File: src/rtl/tens_digit_timer_if.sv
// Signal bundle between the tens-digit timer and its surroundings.
// The master side (ones-digit timer / game controller) drives the
// requests; the slave side (tens_digit_timer) drives the digit, status
// and warning outputs.
interface tens_digit_timer_if;
  logic       reconfig;
  logic [3:0] tens_load;
  logic       tens_timer_in;
  logic       game_timeout;
  logic       one_sec_in;
  logic [3:0] tens_d_out;
  logic       DNB_out_10s;
  logic       borrow_err;
  logic [1:0] state_out;
  logic       warn_out;

  modport master (
    output reconfig, tens_load, tens_timer_in, game_timeout, one_sec_in,
    input  tens_d_out, DNB_out_10s, borrow_err, state_out, warn_out
  );

  modport slave (
    input  reconfig, tens_load, tens_timer_in, game_timeout, one_sec_in,
    output tens_d_out, DNB_out_10s, borrow_err, state_out, warn_out
  );
endinterface

File: src/rtl/tens_digit_timer.sv
// Tens digit of a BCD game countdown timer.
// Holds the tens digit, accepts borrow requests from the ones-digit
// timer, flags illegal borrows and tracks IDLE/RUN/EXPIRED game state.
// Optional low-time warning blinker is built only when the macro
// TENS_WARN_EN is defined; otherwise warn_out is tied low.
module tens_digit_timer (
  input  logic            clk,
  input  logic            reset,
  tens_digit_timer_if.slave bus
);

  typedef enum logic [1:0] {
    IDLE    = 2'b00,
    RUN     = 2'b01,
    EXPIRED = 2'b10
  } state_t;

  state_t     state_q, state_d;
  logic [3:0] digit_q, digit_d;
  logic       borrow_err_q, borrow_err_d;

  // Next-state rules: reconfig beats timeout, timeout beats borrow.
  always_comb begin
    state_d      = state_q;
    digit_d      = digit_q;
    borrow_err_d = 1'b0;
    if (bus.reconfig) begin
      state_d = RUN;
      digit_d = (bus.tens_load > 4'd9) ? 4'd9 : bus.tens_load;
    end else begin
      case (state_q)
        RUN: begin
          if (bus.game_timeout) begin
            state_d = EXPIRED;
          end else if (bus.tens_timer_in) begin
            if (digit_q != 4'd0) begin
              digit_d = digit_q - 4'd1;
            end else begin
              borrow_err_d = 1'b1;
            end
          end
        end
        IDLE:    state_d = IDLE;
        EXPIRED: state_d = EXPIRED;
        default: state_d = IDLE;
      endcase
    end
  end

  // State, digit and error pulse registers; reset clears them at once.
  always_ff @(posedge clk or posedge reset) begin
    if (reset) begin
      state_q      <= IDLE;
      digit_q      <= 4'd0;
      borrow_err_q <= 1'b0;
    end else begin
      state_q      <= state_d;
      digit_q      <= digit_d;
      borrow_err_q <= borrow_err_d;
    end
  end

  assign bus.tens_d_out  = digit_q;
  assign bus.state_out   = state_q;
  assign bus.borrow_err  = borrow_err_q;
  assign bus.DNB_out_10s = (digit_q == 4'd0);

`ifdef TENS_WARN_EN
  logic warn_q, warn_d;

  // Warning blinks at 1 Hz while running on a zero tens digit, stays lit after expiry.
  always_comb begin
    warn_d = warn_q;
    if (bus.reconfig) begin
      warn_d = 1'b0;
    end else begin
      case (state_q)
        RUN: begin
          if (bus.game_timeout) begin
            warn_d = 1'b1;
          end else if (digit_d != 4'd0) begin
            warn_d = 1'b0;
          end else if ((digit_q == 4'd0) && bus.one_sec_in) begin
            warn_d = ~warn_q;
          end
        end
        EXPIRED: warn_d = 1'b1;
        default: warn_d = 1'b0;
      endcase
    end
  end

  // Warning register, cleared immediately by reset.
  always_ff @(posedge clk or posedge reset) begin
    if (reset) begin
      warn_q <= 1'b0;
    end else begin
      warn_q <= warn_d;
    end
  end

  assign bus.warn_out = warn_q;
`else
  logic unused_one_sec;
  assign unused_one_sec = bus.one_sec_in;
  assign bus.warn_out   = 1'b0;
`endif

endmodule

File: src/flat_wrapper.sv
// flat-port wrapper written by rule: the top's interface ports become plain ports
module tens_digit_timer_flat 
  (clk, reset, bus_reconfig, bus_tens_load, bus_tens_timer_in, bus_game_timeout, bus_one_sec_in, bus_tens_d_out, bus_DNB_out_10s, bus_borrow_err, bus_state_out, bus_warn_out);
  tens_digit_timer_if bus_i ();
  input  logic clk;
  input  logic reset;
  input wire logic [$bits(bus_i.reconfig)-1:0] bus_reconfig;
  input wire logic [$bits(bus_i.tens_load)-1:0] bus_tens_load;
  input wire logic [$bits(bus_i.tens_timer_in)-1:0] bus_tens_timer_in;
  input wire logic [$bits(bus_i.game_timeout)-1:0] bus_game_timeout;
  input wire logic [$bits(bus_i.one_sec_in)-1:0] bus_one_sec_in;
  output wire logic [$bits(bus_i.tens_d_out)-1:0] bus_tens_d_out;
  output wire logic [$bits(bus_i.DNB_out_10s)-1:0] bus_DNB_out_10s;
  output wire logic [$bits(bus_i.borrow_err)-1:0] bus_borrow_err;
  output wire logic [$bits(bus_i.state_out)-1:0] bus_state_out;
  output wire logic [$bits(bus_i.warn_out)-1:0] bus_warn_out;
  assign bus_i.reconfig = bus_reconfig;
  assign bus_i.tens_load = bus_tens_load;
  assign bus_i.tens_timer_in = bus_tens_timer_in;
  assign bus_i.game_timeout = bus_game_timeout;
  assign bus_i.one_sec_in = bus_one_sec_in;
  assign bus_tens_d_out = bus_i.tens_d_out;
  assign bus_DNB_out_10s = bus_i.DNB_out_10s;
  assign bus_borrow_err = bus_i.borrow_err;
  assign bus_state_out = bus_i.state_out;
  assign bus_warn_out = bus_i.warn_out;
  tens_digit_timer u_core (.clk(clk), .reset(reset), .bus(bus_i));
endmodule
File: config.mk
export PLATFORM = sky130hd
export DESIGN_NAME = tens_digit_timer_flat
export DESIGN_NICKNAME = d
export VERILOG_FILES = /design/src/rtl/tens_digit_timer_if.sv /design/src/rtl/tens_digit_timer.sv /design/src/flat_wrapper.sv
export SDC_FILE = /design/constraint.sdc
export NUM_CORES = 1
export LEC_CHECK = 0
export BUFFER_PORTS_ARGS = -buffer_cell sky130_fd_sc_hd__buf_2
export CAP_MARGIN = 15
export CORE_AREA = 2 2 39 41
export DETAILED_ROUTE_END_ITERATION = 7
export DIE_AREA = 0 0 41 43
export SYNTH_ARGS = -nofsm -noshare
export SYNTH_HDL_FRONTEND = slang
export SYNTH_SLANG_ARGS = --single-unit
File: constraint.sdc
create_clock -name clk -period 1.3 [get_ports clk]
set_input_delay 0.065 -clock clk [delete_from_list [all_inputs] [get_ports clk]]
set_output_delay 0.065 -clock clk [all_outputs]
set_load 0.02 [all_outputs]
==> Yosys cells after proc, flatten, opt, wreduce, memory -nomap -nowiden <==
Cells that the tools add are included.
{ "totals": {"in_bits": 10, "latch_bits": 0, "elab_cells": 29, "memories": 0, "romBits": 0, "register_bits": 7, "output_inout_bits": 9, "ramBits": 0} }
{ "classes": {"n_shift": 0, "reduce_logical": 6, "n_div": 0, "n_mux": 14, "n_addsub": 1, "multipliers": 0, "n_eq_ne": 4, "magnitude_cmp": 1, "bitwise": 0} }
{ "op_table": {"columns": ["operator", "n"], "rows": [
  ["4-bit two-way mux", 6],
  ["2-bit nonzero test", 3],
  ["1-bit two-way mux", 5],
  ["4-bit > comparator (second input constant)", 1],
  ["4-bit logical NOT", 1],
  ["2-bit two-way mux", 2],
  ["2-bit one-hot mux with 2 select lines", 1],
  ["4-bit AND reduction", 1],
  ["4-bit nonzero test", 1],
  ["4-bit by 1-bit subtractor with 4-bit output (second input constant)", 1],
  ["3-bit != test (second input constant)", 1],
  ["2-bit by 1-bit equality test with 1-bit output (second input constant)", 1],
  ["2-bit equality test (second input constant)", 1],
  ["2-bit != test (second input constant)", 1]
]} }

==> Longest topological paths before layout <==
{ "depth": {"word_depth": 6, "ltp_mapped": 5, "ltp_nobuf": 5} }

==> Worst setup path after synthesis <==
No wires, ideal clock.
{ "synth_path": {"path_type": "register to register", "from": "reg u_core.digit_q[0], in the netlist u_core.bus.tens_d_out[0]", "to": "reg u_core.digit_q[1], in the netlist u_core.bus.tens_d_out[1]", "setup_slack_ns": -0.263, "synth_period_minus_slack_ns": 1.563, "arrival_time_ns": 1.439, "path_stages_with_launch": 6, "path_cell_list": "dfrtp_1 -> inv_1 -> ha_1 -> nor3b_4 -> nor3_1 -> o31a_1"} }
{ "synth_between": {"elab_chain_cells": 6, "elab_cells_between_ends": 9, "classes_between": "1 x add/sub; 5 x mux; 3 x reduce/logical"} }
{ "synth_rtl": {"columns": ["item", "line_no", "rtl"], "rows": [
  ["start, declared", "tens_digit_timer.sv:19", "logic [3:0] digit_q, digit_d;"],
  ["start signal, assigned", "tens_digit_timer.sv:58", "digit_q <= digit_d;"],
  ["4-bit by 1-bit subtractor with 4-bit output", "tens_digit_timer.sv:37", "digit_d = digit_q - 4'd1;"],
  ["4-bit two-way mux", "tens_digit_timer.sv:36", "if (digit_q != 4'd0) begin"],
  ["4-bit two-way mux", "tens_digit_timer.sv:35", "end else if (bus.tens_timer_in) begin"],
  ["4-bit two-way mux", "tens_digit_timer.sv:33", "if (bus.game_timeout) begin"],
  ["4-bit two-way mux", "tens_digit_timer.sv:31", "case (state_q)"],
  ["4-bit two-way mux", "tens_digit_timer.sv:27", "if (bus.reconfig) begin"]
]} }
Parallel ways exist; a longest one is shown, timed or not. The select of a mux whose other input is x is not followed.
A chain may end at the register's enable or synchronous reset.

==> Final worst setup path <==
{ "layout_path": {"from": "reg u_core.state_q[1], in the netlist u_core.bus.state_out[1]", "to": "reg u_core.digit_q[3], in the netlist u_core.bus.tens_d_out[3]"} }
{ "layout_between": {"elab_chain_cells": 3} }
{ "layout_rtl": {"columns": ["item", "line_no", "rtl"], "rows": [
  ["start, declared", "tens_digit_timer.sv:18", "state_t state_q, state_d;"],
  ["start signal, assigned", "tens_digit_timer.sv:57", "state_q <= state_d;"],
  ["2-bit by 1-bit equality test with 1-bit output", "tens_digit_timer.sv:31", null],
  ["2-bit nonzero test (no line)", null, null],
  ["4-bit AND reduction (no line)", null, null]
]} }
Every way passes these cells.

==> flow_metrics.py <==
metrics = {
    "placement": {
        "numPortBuffers": 16,
        "place_hpwl_um": 796,
        "place_ws_ns": -0.0905,
        "gp_congestion": 0.770,
    },
    "logic_synthesis": {
        "syn_nets": 57,
        "synthFlopType": "dfrtp_1",
        "netlist_instances": 45,
        "synth-edff-count": 0,
        "synth_area_per_cell_sq_um": 10.0,
        "syn-cell-area_sq_um": 450,
        "synth_cell_types": 26,
        "synth_commonest_cells": "dfrtp_1, inv_1, nor2b_1, nor3_1",
        "synth_area_leader_cell": "dfrtp_1",
        "yosysSeqAreaShare_pct": 38.9,
        "yosysWarningCount": 0,
        "synth_top_area_share_pct": 38.9,
        "synth_seq_cells": 7,
        "synth.most_common_cell": "dfrtp_1",
        "synthTopCellsByArea": "dfrtp_1, ha_1, inv_1, nand3b_4, nor2b_1",
        "ys_async_sr_fraction_pct": 100,
    },
    "critical_path": {
        "cp_num_buf_inv": 1,
        "regToRegEndpoint": "u_core.bus.tens_d_out[3]$_DFFE_PP0P_",
        "cpMaxStageDelayCell": "dfrtp_2",
        "path_max_fanout": 6,
        "setup.worst_path.end": "u_core.bus.tens_d_out[3]$_DFFE_PP0P_",
        "critPathLaunchType": "flip-flop",
        "reg2regPathDepth": 5,
        "crit_type": "flip-flop to flip-flop",
        "crit_chain": "inv_2, ha_4, nand3b_4, o41a_1, a221o_1",
        "crit_cells": 5,
        "critPathLaunch": "u_core.bus.state_out[1]$_DFFE_PP0P_",
        "regToRegSetupSlack_ns": -0.09,
        "cpPeakStageDelay_ns": 0.40,
        "r2r-start": "u_core.bus.state_out[1]$_DFFE_PP0P_",
        "critical_path.top_delay_family": "compound AO/OA/AOI/OAI gates",
        "arrival_ns": 1.53,
        "crit_path_end_kind": "flip-flop",
        "critPathRequiredTime_ns": 1.44,
    },
    "pwr": {
        "p_leak_nw": 0.369,
        "peakVddDrop_v": 0.000465,
        "power_uw": 752,
        "power_density_nw_per_um2": 991,
    },
    "grt": {
        "antenna_found_initial": 0,
        "grt_max_degree": 13,
        "grt_overflow_total": 0,
        "grt_pass1_wl_um": 1830,
        "grt_pass1_vias": 407,
        "grt_usage_pct": 15.2,
    },
    "sta": {
        "finalHoldViolCount": 0,
        "hold_ws_ns": 0.0323,
        "fin_ws_ns": -0.0934,
        "rsz0062_at_grt": "yes",
        "skew_ns": 0.00549,
        "finalCriticalPeriod_ns": 1.39,
        "finalCritPeriodShare_pct": 107,
        "fmax_mhz": 718,
        "slew_violations": 0,
        "setup_viol": 6,
    },
    "clock_tree": {
        "cts_root_buf": "clkbuf_4",
        "clock-sinks": 7,
        "path_clk_slew_ns": 0.06,
        "cts_buffers": 3,
        "cts_max_level": 1,
        "cts_tree": "done",
        "clock_latency_ns": 0.25,
        "clockBufferDepth": 2,
    },
    "worst_hold_path": {
        "min_path_type": "input pin to flip-flop",
    },
    "finish": {
        "seq_area_sq_um": 180,
        "drive_gt1_share_pct": 62.0,
        "num-fill-cells": 122,
        "fin_nets": 92,
        "multi_input_area_sq_um": 293,
        "syn2layout_area_growth_pct": 68.3,
        "final_core_util_pct": 54.8,
        "antenna_cells": 0,
    },
    "drt": {
        "drcViolationCount": 0,
        "via_count": 446,
        "first_pass_iters": 4,
        "routedWlPerCell_um": 11.1,
        "drtAntennaViolNets": 0,
        "via_per_inst": 4.69,
        "drt_iter0_markers": 1,
        "wirelength_um": 1050,
    },
    "run_status": {
        "status": "finished with violations",
        "violations": "negative setup slack",
    },
    "floorplanning": {
        "die_x_um": 41,
        "initial_core_util_pct": 32.5,
        "coreArea_sq_um": 1380,
        "die_area_sq_um": 1760,
        "rows": 14,
        "die_h_um": 43,
        "ios": 19,
    },
    "job": {
        "cap_viol_max_count": 0,
    },
}
[routing by layer]
| metal | routed length [um] | up-vias | global-route usage [%] | share of wire (%) |
|---|---|---|---|---|
| li1 | - | 230 | - | - |
| met1 | 480 | 206 | 21.3 | 46 |
| met2 | 534 | 10 | 22.2 | 51 |
| met3 | 34 | 0 | 3.14 | 3.2 |
| met4 | 0 | 0 | 6.00 | 0 |
| met5 | 0 | - | 0 | 0 |
[kinds of logic after synthesis]
family | after synthesis | synth area share [%]
and+or+nand+nor | 15 | 26.1
DFF | 7 | 38.9
muxes | 1 | 2.22
other | 1 | 0.833
adders and majority gates | 2 | 5.55
AOI/OAI and AO/OA | 11 | 18.9
buffers and inverters | 8 | 7.50
[layout make-up]
type	count	area share (%)
Inverter	6	2.97
Tap cell	16	2.64
Timing Repair Buffer	32	28.5
Sequential cell	7	23.8
Multi-Input combinational cell	30	38.6
Clock buffer	4	3.47
[report_power, final]
group          internal (mW)  switching [mW]  leakage (nW)
clock network          0.117          0.0845        0.0150
registers              0.241          0.0210        0.0818
logic                  0.155           0.132         0.272
total                  0.514           0.238         0.369
[sequential cells by signal, indices dropped and copies added, names as in the netlist]
name and count:
u_core.bus.borrow_err 1, u_core.bus.state_out 2, u_core.bus.tens_d_out 4
[cell usage in the layout, fill, tap and decap left out, types with 2 or more instances in the layout]
cell type,count
nor2b_1,3
dfrtp_2,4
o21ai_0,2
inv_1,3
clkbuf_4,3
inv_2,3
buf_2,15
o31a_1,2
o21a_1,2
buf_6,3
dfrtp_1,3
buf_4,13
ha_4,2
[what timing repair did]
item | CTS | global route
pin swaps | 4 | 3
hold buffers | 1 | 0
hold endpoints to repair | 7 | 0
endpoints found under the setup margin | 4 | 6
gates resized for setup | 6 | 2
buffers inserted | 4 | 1
[how the worst min path moves through the flow]
stage,from,to,slack [ns],cells after the start
global route,bus_tens_load[3],u_core.bus.tens_d_out[2]$_DFFE_PP0P_,0.03,2
finish,bus_tens_load[3],u_core.bus.tens_d_out[2]$_DFFE_PP0P_,0.03,2
detailed placement,reset,u_core.bus.borrow_err$_DFF_PP0_,0.02,2
CTS,bus_tens_load[3],u_core.bus.tens_d_out[2]$_DFFE_PP0P_,0.02,2
global placement,reset,u_core.bus.borrow_err$_DFF_PP0_,0.01,2
floorplan,reset,u_core.bus.borrow_err$_DFF_PP0_,-0.13,1
[per-stage QoR]
stage	cells	setup TNS [ns]	area [sq um]
6_report	95	-0.384	758
5_1_grt	95	-0.750	758
4_1_cts	94	-0.338	742
3_5_place_dp	85	-0.206	649
3_3_place_gp	85	-0.167	649
2_1_floorplan	45	-0.492	485
Power figures use the tool's default switching activity.
